`src/rtl/uart_tx.sv`:
```
// uart_tx: byte-serial UART transmitter, 8N1 frames (8E1 when UART_TX_PARITY_EN is defined), LSB first.
// Latency: busyFlag and the start bit appear the cycle after the send pulse; busy lasts (DATA_BITS+2[+1])*CLKS_PER_BIT cycles.
// Backpressure: loads and sends are ignored while busyFlag=1; there is no queue, the caller must wait for busyFlag=0.
//
// Optional feature macro: UART_TX_PARITY_EN (inserts an even-parity bit between the data bits and the stop bit).
//
// Ports:
//   clk            system clock, rising edge
//   reset          asynchronous active-high reset
//   bus_in         data byte, sampled when uart_tx_in=1
//   uart_tx_in     load bus_in into the holding register (ignored while busy)
//   uart_send_data start a frame from the holding register (ignored while busy)
//   busyFlag       high while a frame is in flight
//   tx             serial line, idles high
//   tx_done        one-cycle pulse on the cycle busyFlag falls
module uart_tx #(
  parameter int CLKS_PER_BIT = 434,
  parameter int DATA_BITS    = 8
) (
  input  logic                 clk,
  input  logic                 reset,
  input  logic [DATA_BITS-1:0] bus_in,
  input  logic                 uart_tx_in,
  input  logic                 uart_send_data,
  output logic                 busyFlag,
  output logic                 tx,
  output logic                 tx_done
);

  // CLKS_PER_BIT >= 2, so CW >= 1 and the counter always holds CLKS_PER_BIT-1.
  localparam int CW = $clog2(CLKS_PER_BIT);
  localparam int IW = (DATA_BITS > 1) ? $clog2(DATA_BITS) : 1;
  localparam logic [CW-1:0] CNT_LAST = CW'(CLKS_PER_BIT - 1);
  localparam logic [IW-1:0] IDX_LAST = IW'(DATA_BITS - 1);

  typedef enum logic [2:0] {
    IDLE,
    START,
    DATA,
`ifdef UART_TX_PARITY_EN
    PARITY,
`endif
    STOP
  } state_t;

  state_t               state;
  logic [DATA_BITS-1:0] hold;
  logic [DATA_BITS-1:0] shift;
  logic [CW-1:0]        cnt;
  logic [IW-1:0]        bit_idx;
`ifdef UART_TX_PARITY_EN
  logic                 parity;
`endif

  wire bit_end = (cnt == CNT_LAST);

  always_ff @(posedge clk or posedge reset) begin
    if (reset) begin
      state    <= IDLE;
      hold     <= '0;
      shift    <= '0;
      cnt      <= '0;
      bit_idx  <= '0;
      busyFlag <= 1'b0;
      tx       <= 1'b1;
      tx_done  <= 1'b0;
`ifdef UART_TX_PARITY_EN
      parity   <= 1'b0;
`endif
    end else begin
      tx_done <= 1'b0;

      // A same-edge load and send transmits the old holding value: the
      // shift register copies 'hold' before this edge's load lands.
      if (uart_tx_in && !busyFlag) begin
        hold <= bus_in;
      end

      case (state)
        IDLE: begin
          if (uart_send_data) begin
            shift    <= hold;
            state    <= START;
            busyFlag <= 1'b1;
            tx       <= 1'b0;
            cnt      <= '0;
`ifdef UART_TX_PARITY_EN
            parity   <= ^hold;
`endif
          end
        end

        START: begin
          if (bit_end) begin
            cnt     <= '0;
            bit_idx <= '0;
            state   <= DATA;
            tx      <= shift[0];
          end else begin
            cnt <= cnt + 1'b1;
          end
        end

        DATA: begin
          if (bit_end) begin
            cnt <= '0;
            if (bit_idx == IDX_LAST) begin
`ifdef UART_TX_PARITY_EN
              state <= PARITY;
              tx    <= parity;
`else
              state <= STOP;
              tx    <= 1'b1;
`endif
            end else begin
              // tx takes the next bit directly so it changes on the same
              // edge the shift register advances.
              bit_idx <= bit_idx + 1'b1;
              shift   <= shift >> 1;
              tx      <= shift[1];
            end
          end else begin
            cnt <= cnt + 1'b1;
          end
        end

`ifdef UART_TX_PARITY_EN
        PARITY: begin
          if (bit_end) begin
            cnt   <= '0;
            state <= STOP;
            tx    <= 1'b1;
          end else begin
            cnt <= cnt + 1'b1;
          end
        end
`endif

        STOP: begin
          if (bit_end) begin
            cnt      <= '0;
            state    <= IDLE;
            busyFlag <= 1'b0;
            tx_done  <= 1'b1;
          end else begin
            cnt <= cnt + 1'b1;
          end
        end

        default: begin
          state <= IDLE;
        end
      endcase
    end
  end

endmodule

```
`config.mk`:
```
export PLATFORM = sky130hd
export DESIGN_NAME = uart_tx
export DESIGN_NICKNAME = d
export VERILOG_FILES = /design/src/rtl/uart_tx.sv
export SDC_FILE = /design/constraint.sdc
export NUM_CORES = 1
export LEC_CHECK = 0
export ABC_AREA = 0
export BUFFER_PORTS_ARGS = -buffer_cell sky130_fd_sc_hd__buf_2
export CORE_MARGIN = 3
export CORE_UTILIZATION = 53
export CTS_CLUSTER_SIZE = 40
export DETAILED_ROUTE_END_ITERATION = 7
export GPL_TIMING_DRIVEN = 0
export HOLD_SLACK_MARGIN = 0.15
export PLACE_DENSITY = 0.76
export SYNTH_ARGS = -nofsm -noshare
export SYNTH_HDL_FRONTEND = slang
export SYNTH_SLANG_ARGS = --single-unit
```
`constraint.sdc`:
```
create_clock -name clk -period 1.9 [get_ports clk]
set_clock_uncertainty 0.05 [all_clocks]
set_input_delay 0.57 -clock clk [delete_from_list [all_inputs] [get_ports clk]]
set_output_delay 0.57 -clock clk [all_outputs]
set_load 0.05 [all_outputs]
```
### Word level (Yosys, flattened, before mapping)

Index checks and enable logic that the tools add are counted.

| storage, ports and cells | value |
|---|---|
| output and inout port bits | 3 |
| bits in read-only memories | 0 |
| bits of input ports | 12 |
| bits in latches | 0 |
| memories kept | 0 |
| register bits after elaboration | 34 |
| RAM bits | 0 |

| cells by class | value |
|---|---|
| add/subtract/negate cells | 2 |
| mux-type cells | 26 |
| $mul | 0 |
| reductions and logical operators | 15 |
| divide/modulo/power cells | 0 |
| equal/unequal tests | 11 |
| bitwise logic cells | 0 |
| shifts and indexed selects | 0 |
| $lt $le $gt $ge | 0 |

Operators with widths:

| kind | count |
|---|---|
| $mux W8 | 3 |
| $mux W3 | 7 |
| $mux W9 | 2 |
| $pmux W9 S2 | 1 |
| $pmux W8 S2 | 1 |
| $ne A2 B2 Y1 const B | 6 |
| $pmux W3 S4 | 1 |
| $reduce_and A4 Y1 | 3 |
| $add A9 B1 Y9 const B | 1 |
| $eq A9 B9 Y1 const B | 1 |
| $mux W1 | 8 |
| $reduce_bool A2 Y1 | 4 |
| $eq A3 B2 Y1 const B | 2 |
| $pmux W3 S2 | 1 |
| $reduce_and A5 Y1 | 1 |
| $add A3 B1 Y3 const B | 1 |
| $eq A3 B1 Y1 const B | 1 |
| $eq A3 B3 Y1 const B | 1 |
| $logic_not A3 Y1 | 1 |
| $pmux W1 S3 | 1 |
| $reduce_and A3 Y1 | 1 |
| $reduce_bool A3 Y1 | 1 |
| $reduce_or A3 Y1 | 1 |
| $pmux W1 S2 | 1 |
| other kinds (3) | 3 |

### Longest topological paths before layout

| logic depth | value |
|---|---|
| word-level depth | 4 |
| depth in mapped cells | 8 |

### Least setup slack after synthesis

Ideal clock, no wire load.

| timing path | value |
|---|---|
| kind | reg-to-reg |
| start point | reg state[0] |
| end point | reg state[1] |
| arrival time | 1.789 ns |
| path slack | -0.067 ns |
| clock period less this slack | 1.967 ns |
| buffers on the path | 1 |
| setup time | 0.128 ns |
| cell stages (with the launch flop) | 7 |
| cell sequence | dfrtp_1 > inv_1 > ha_1 > buf_6 > or3_4 > a221oi_4 > mux2_1 |

| between the ends | value |
|---|---|
| longest elaborated chain between the ends | 3 |

RTL lines:

| what | RTL line | source |
|---|---|---|
| start: declaration | 46 | `state_t state;` |
| start signal: assignment | 59 | `state <= IDLE;` |
| start signal: assignment | 83 | `state <= START;` |
| start signal: assignment | 97 | `state <= DATA;` |
| $eq A3 B2 Y1, or another cell as far along | 79 | `case (state)` |
| $ne A2 B2 Y1 (no line) | n/a |  |
| $reduce_and A5 Y1 (no line) | n/a |  |

Several ways; a longest one is shown, not always the timed one.
A chain may end at the register's enable or synchronous reset.

### Worst setup path after layout

Ends and elaborated chain as after synthesis.

==> flow_metrics.tcl <==
set metrics [dict create \
    ys_seq_area_share_pct 45.3 \
    stdcell_area_um2 2280 \
    die_y_um 64.7 \
    firstDrtPassIters 5 \
    drt_wl_total_mm 4.34 \
    ir_worst_vdd_uv 549 \
    worst_slack_ns 0.0230 \
    area_delta_synth_final_pct 25.0 \
    synth_area_um2 1830 \
    power_switching_uw 297 \
    crit_path_max_incr_delay_ns 0.41 \
    cts_tree "done" \
    ios 15 \
    ys_ff_latch 33 \
    grt_pass1_wl_mm 6.77 \
    grt_pass1_vias 1495 \
    place_congestion 0.867 \
    insertion_delay_ns 0.35 \
    clock_power_share_pct 45.3 \
    synth.distinct_cells 44 \
    rrSetupSlack_ns 0.02 \
    synth_warnings 0 \
    r2r-start "state[0]" \
    p_per_area_nw_per_um2 639 \
    combPwrFrac_pct 4.6 \
    maxSlewHeadroom_pct 70.5 \
    ff2ff_path_depth 5 \
    start_util_pct 57.4 \
    crit_slowest_cell "dfrtp_1" \
    path_delay_family "flip-flops" \
    whs_ns 0.393 \
    cp_max_fo 3 \
    final_antenna_net_count 0 \
    outcome "completed" \
    worst_pin_slew_ns 0.439 \
    tns_ns 0 \
    dieArea_um2 4180 \
    post-route-min-period_ns 1.88 \
    cp_num_buf_inv 1 \
    clock_sinks 33 \
    drtIter0Drc 116 \
    worstHoldPathCells 2 \
    avgSynthCellArea_um2 10.4 \
    antenna_found_initial 0 \
    postSynthCellCount 176 \
    place_inst 234 \
    dpl_cell_area_um2 1960 \
    slew_violations 0 \
    place_ws_ns -0.105 \
    coreArea_um2 3180 \
    clkTransAtPathRegs_ns 0.11 \
    placementRows 20 \
    min_from "bus_in[7]" \
    min_to "hold[7]" \
    nNetsFinal 225 \
    leakage_nw 0.940 \
    drc 0 \
    p_sw_share_pct 20.4 \
    min_path_type "input port to register" \
    grt_setup_unrepaired "yes" \
    final_cells 248 \
    n_antenna_cell 0 \
    max_cap_violations 0 \
    drive_gt1_share_pct 34.8 \
    fmax_ghz 0.533 \
    wl_per_cell_um 17.5 \
    htreeDepth 2 \
    fin_crit_sh_pct 98.8 \
    start_kind "register" \
    crit_arrival_ns 2.07 \
    chipWidth_um 64.7 \
    cts-root-buf "clkbuf_4" \
    worstPathRequired_ns 2.09 \
    io_buffers 14 \
    clk_path_buf_depth 2 \
    grt-ovfl-total 0 \
    cts_buffers 5 \
    syn_nets 198 \
    r2r-end "state[1]" \
    critical_path_class "register to register" \
    via_count 1498 \
    intPower_mw 1.16 \
    dp_hpwl_mm 2.90 \
    via_per_inst 6.04 \
    seqPwrFrac_pct 50.2 \
    finalHoldViolCount 0 \
    setup_viol 0 \
    crit_chain "buf_6 > ha_4 > or3_4 > a221oi_4 > mux2_4" \
    grt_max_degree 34 \
    critPathCaptureType "register" \
    grtUsageTotal_pct 21.0 \
]
## synthesized netlist by cell type
library cell | n | area share (%)
a211oi_1 | 1 | 0.41
a21boi_0 | 1 | 0.41
a21o_1 | 1 | 0.41
a21oi_1 | 5 | 1.4
a221oi_4 | 1 | 1.4
a22o_1 | 2 | 0.96
a22oi_1 | 4 | 1.6
a31oi_1 | 2 | 0.69
a32oi_1 | 2 | 0.96
a41oi_1 | 1 | 0.48
and3_1 | 1 | 0.34
and4b_1 | 2 | 1.1
and4bb_2 | 1 | 0.69
buf_2 | 5 | 1.4
buf_6 | 1 | 0.62
clkbuf_1 | 3 | 0.62
dfrtp_1 | 32 | 44
dfstp_2 | 1 | 1.4
ha_1 | 10 | 6.9
inv_1 | 9 | 1.9
mux2_1 | 1 | 0.62
mux2_2 | 8 | 4.9
mux2i_1 | 2 | 1.1
nand2_1 | 8 | 1.6
nand3_1 | 19 | 5.2
nand4_1 | 1 | 0.34
nand4b_1 | 1 | 0.48
nand4bb_1 | 1 | 0.62
nor2_1 | 12 | 2.5
nor2b_1 | 4 | 1.4
nor3_1 | 2 | 0.55
nor3_2 | 1 | 0.55
nor3b_2 | 1 | 0.69
nor4_1 | 5 | 1.7
nor4b_2 | 1 | 0.82
o21a_1 | 1 | 0.41
o21ai_0 | 9 | 2.5
o21bai_1 | 1 | 0.41
o22a_1 | 2 | 0.96
o22ai_1 | 1 | 0.34
o41ai_1 | 2 | 0.96
or2_2 | 1 | 0.34
or3_4 | 1 | 0.62
xnor2_1 | 6 | 2.9
## area by class of cell
cell class,count,area [µm²]
timing repair buffer,21,149
buffer,8,53.8
multi-input combinational,125,1060
sequential,33,828
inverter,9,36.3
clock buffer,5,37.5
fill,244,896
clock inverter,3,65.1
tap,44,55.1
## layout by cell type (no fill, tap or decap), drive strengths merged, types with 2 or more instances in the layout
master,Yosys,layout
o22a,2,2
inv,9,9
a21oi,5,5
a22oi,4,4
mux2,9,9
mux2i,2,2
a31oi,2,2
buf,6,22
o21ai,9,9
o41ai,2,2
clkbuf,3,11
a22o,2,2
a32oi,2,2
nand2,8,8
and4b,2,2
nand3,19,19
nor2b,4,4
ha,10,10
nor4,5,5
dfrtp,32,32
xnor2,6,6
nor3,3,3
bufinv,0,2
nor2,12,12
## stage by stage
stage / power (mW) / utilization (%)
floorplan: 0.776 / -
global placement: 0.798 / 61.6
detailed placement: 0.802 / 61.6
CTS: 1.46 / 66.3
global route: 1.52 / 71.8
finish: 1.46 / 71.8
## registers in the layout, summed over array words and instances, names as in the netlist
register,cells
bit_idx,3
state,2
tx,1
tx_done,1
hold,8
cnt,9
shift,8
busyFlag,1
## power groups by stage
stage	clock (mW)	combinational (mW)	sequential, mW
4_1_cts	0.673	0.0582	0.731
3_3_place_gp	0	0.0546	0.744
6_report	0.660	0.0665	0.731
3_5_place_dp	0	0.0577	0.745
2_1_floorplan	0	0.0376	0.739
5_1_grt	0.715	0.0754	0.734
## routing by layer
layer / GRT usage, % / up-vias / wire length (µm)
met4: 9.23 / 0 / 65
met5: 0 / - / 0
met2: 33.9 / 58 / 2230
li1: - / 701 / -
met1: 26.9 / 732 / 1820
met3: 5.03 / 7 / 220
## cells by family (layout without fill, tap and decap cells)
kind of cell,Yosys count,count (layout),synth area share (%)
AOI/OAI and AO/OA,36,36,14.3
xor gates and xnor gates,6,6,2.88
adders and majority gates,10,10,6.85
buffers and inverters,18,46,4.45
DFF,33,33,45.3
muxes,11,11,6.65
and+or+nand+nor,62,62,19.5
## how the worst max path moves through the flow
stage                        start       end  slack (ns)  cells after the start
after floorplan           state[0]  state[1]        0.01                      6
after CTS                 state[0]  state[1]       -0.02                      5
final                     state[0]  state[1]        0.02                      5
after global placement    state[0]  state[1]       -0.04                      6
after global routing        cnt[0]  state[0]       -0.04                      7
after detailed placement  state[0]  state[1]       -0.11                      6
## what timing repair did
action / 4_1_cts / 5_1_grt
hold buffers: 0 / 1
pin swaps: 3 / 2
setup buffers: 1 / 4
resized for setup: 13 / 22
endpoints found under the setup margin: 13 / 19
endpoints found under the hold margin: 0 / 3
Note: power is estimated with default switching activity, not from simulation.
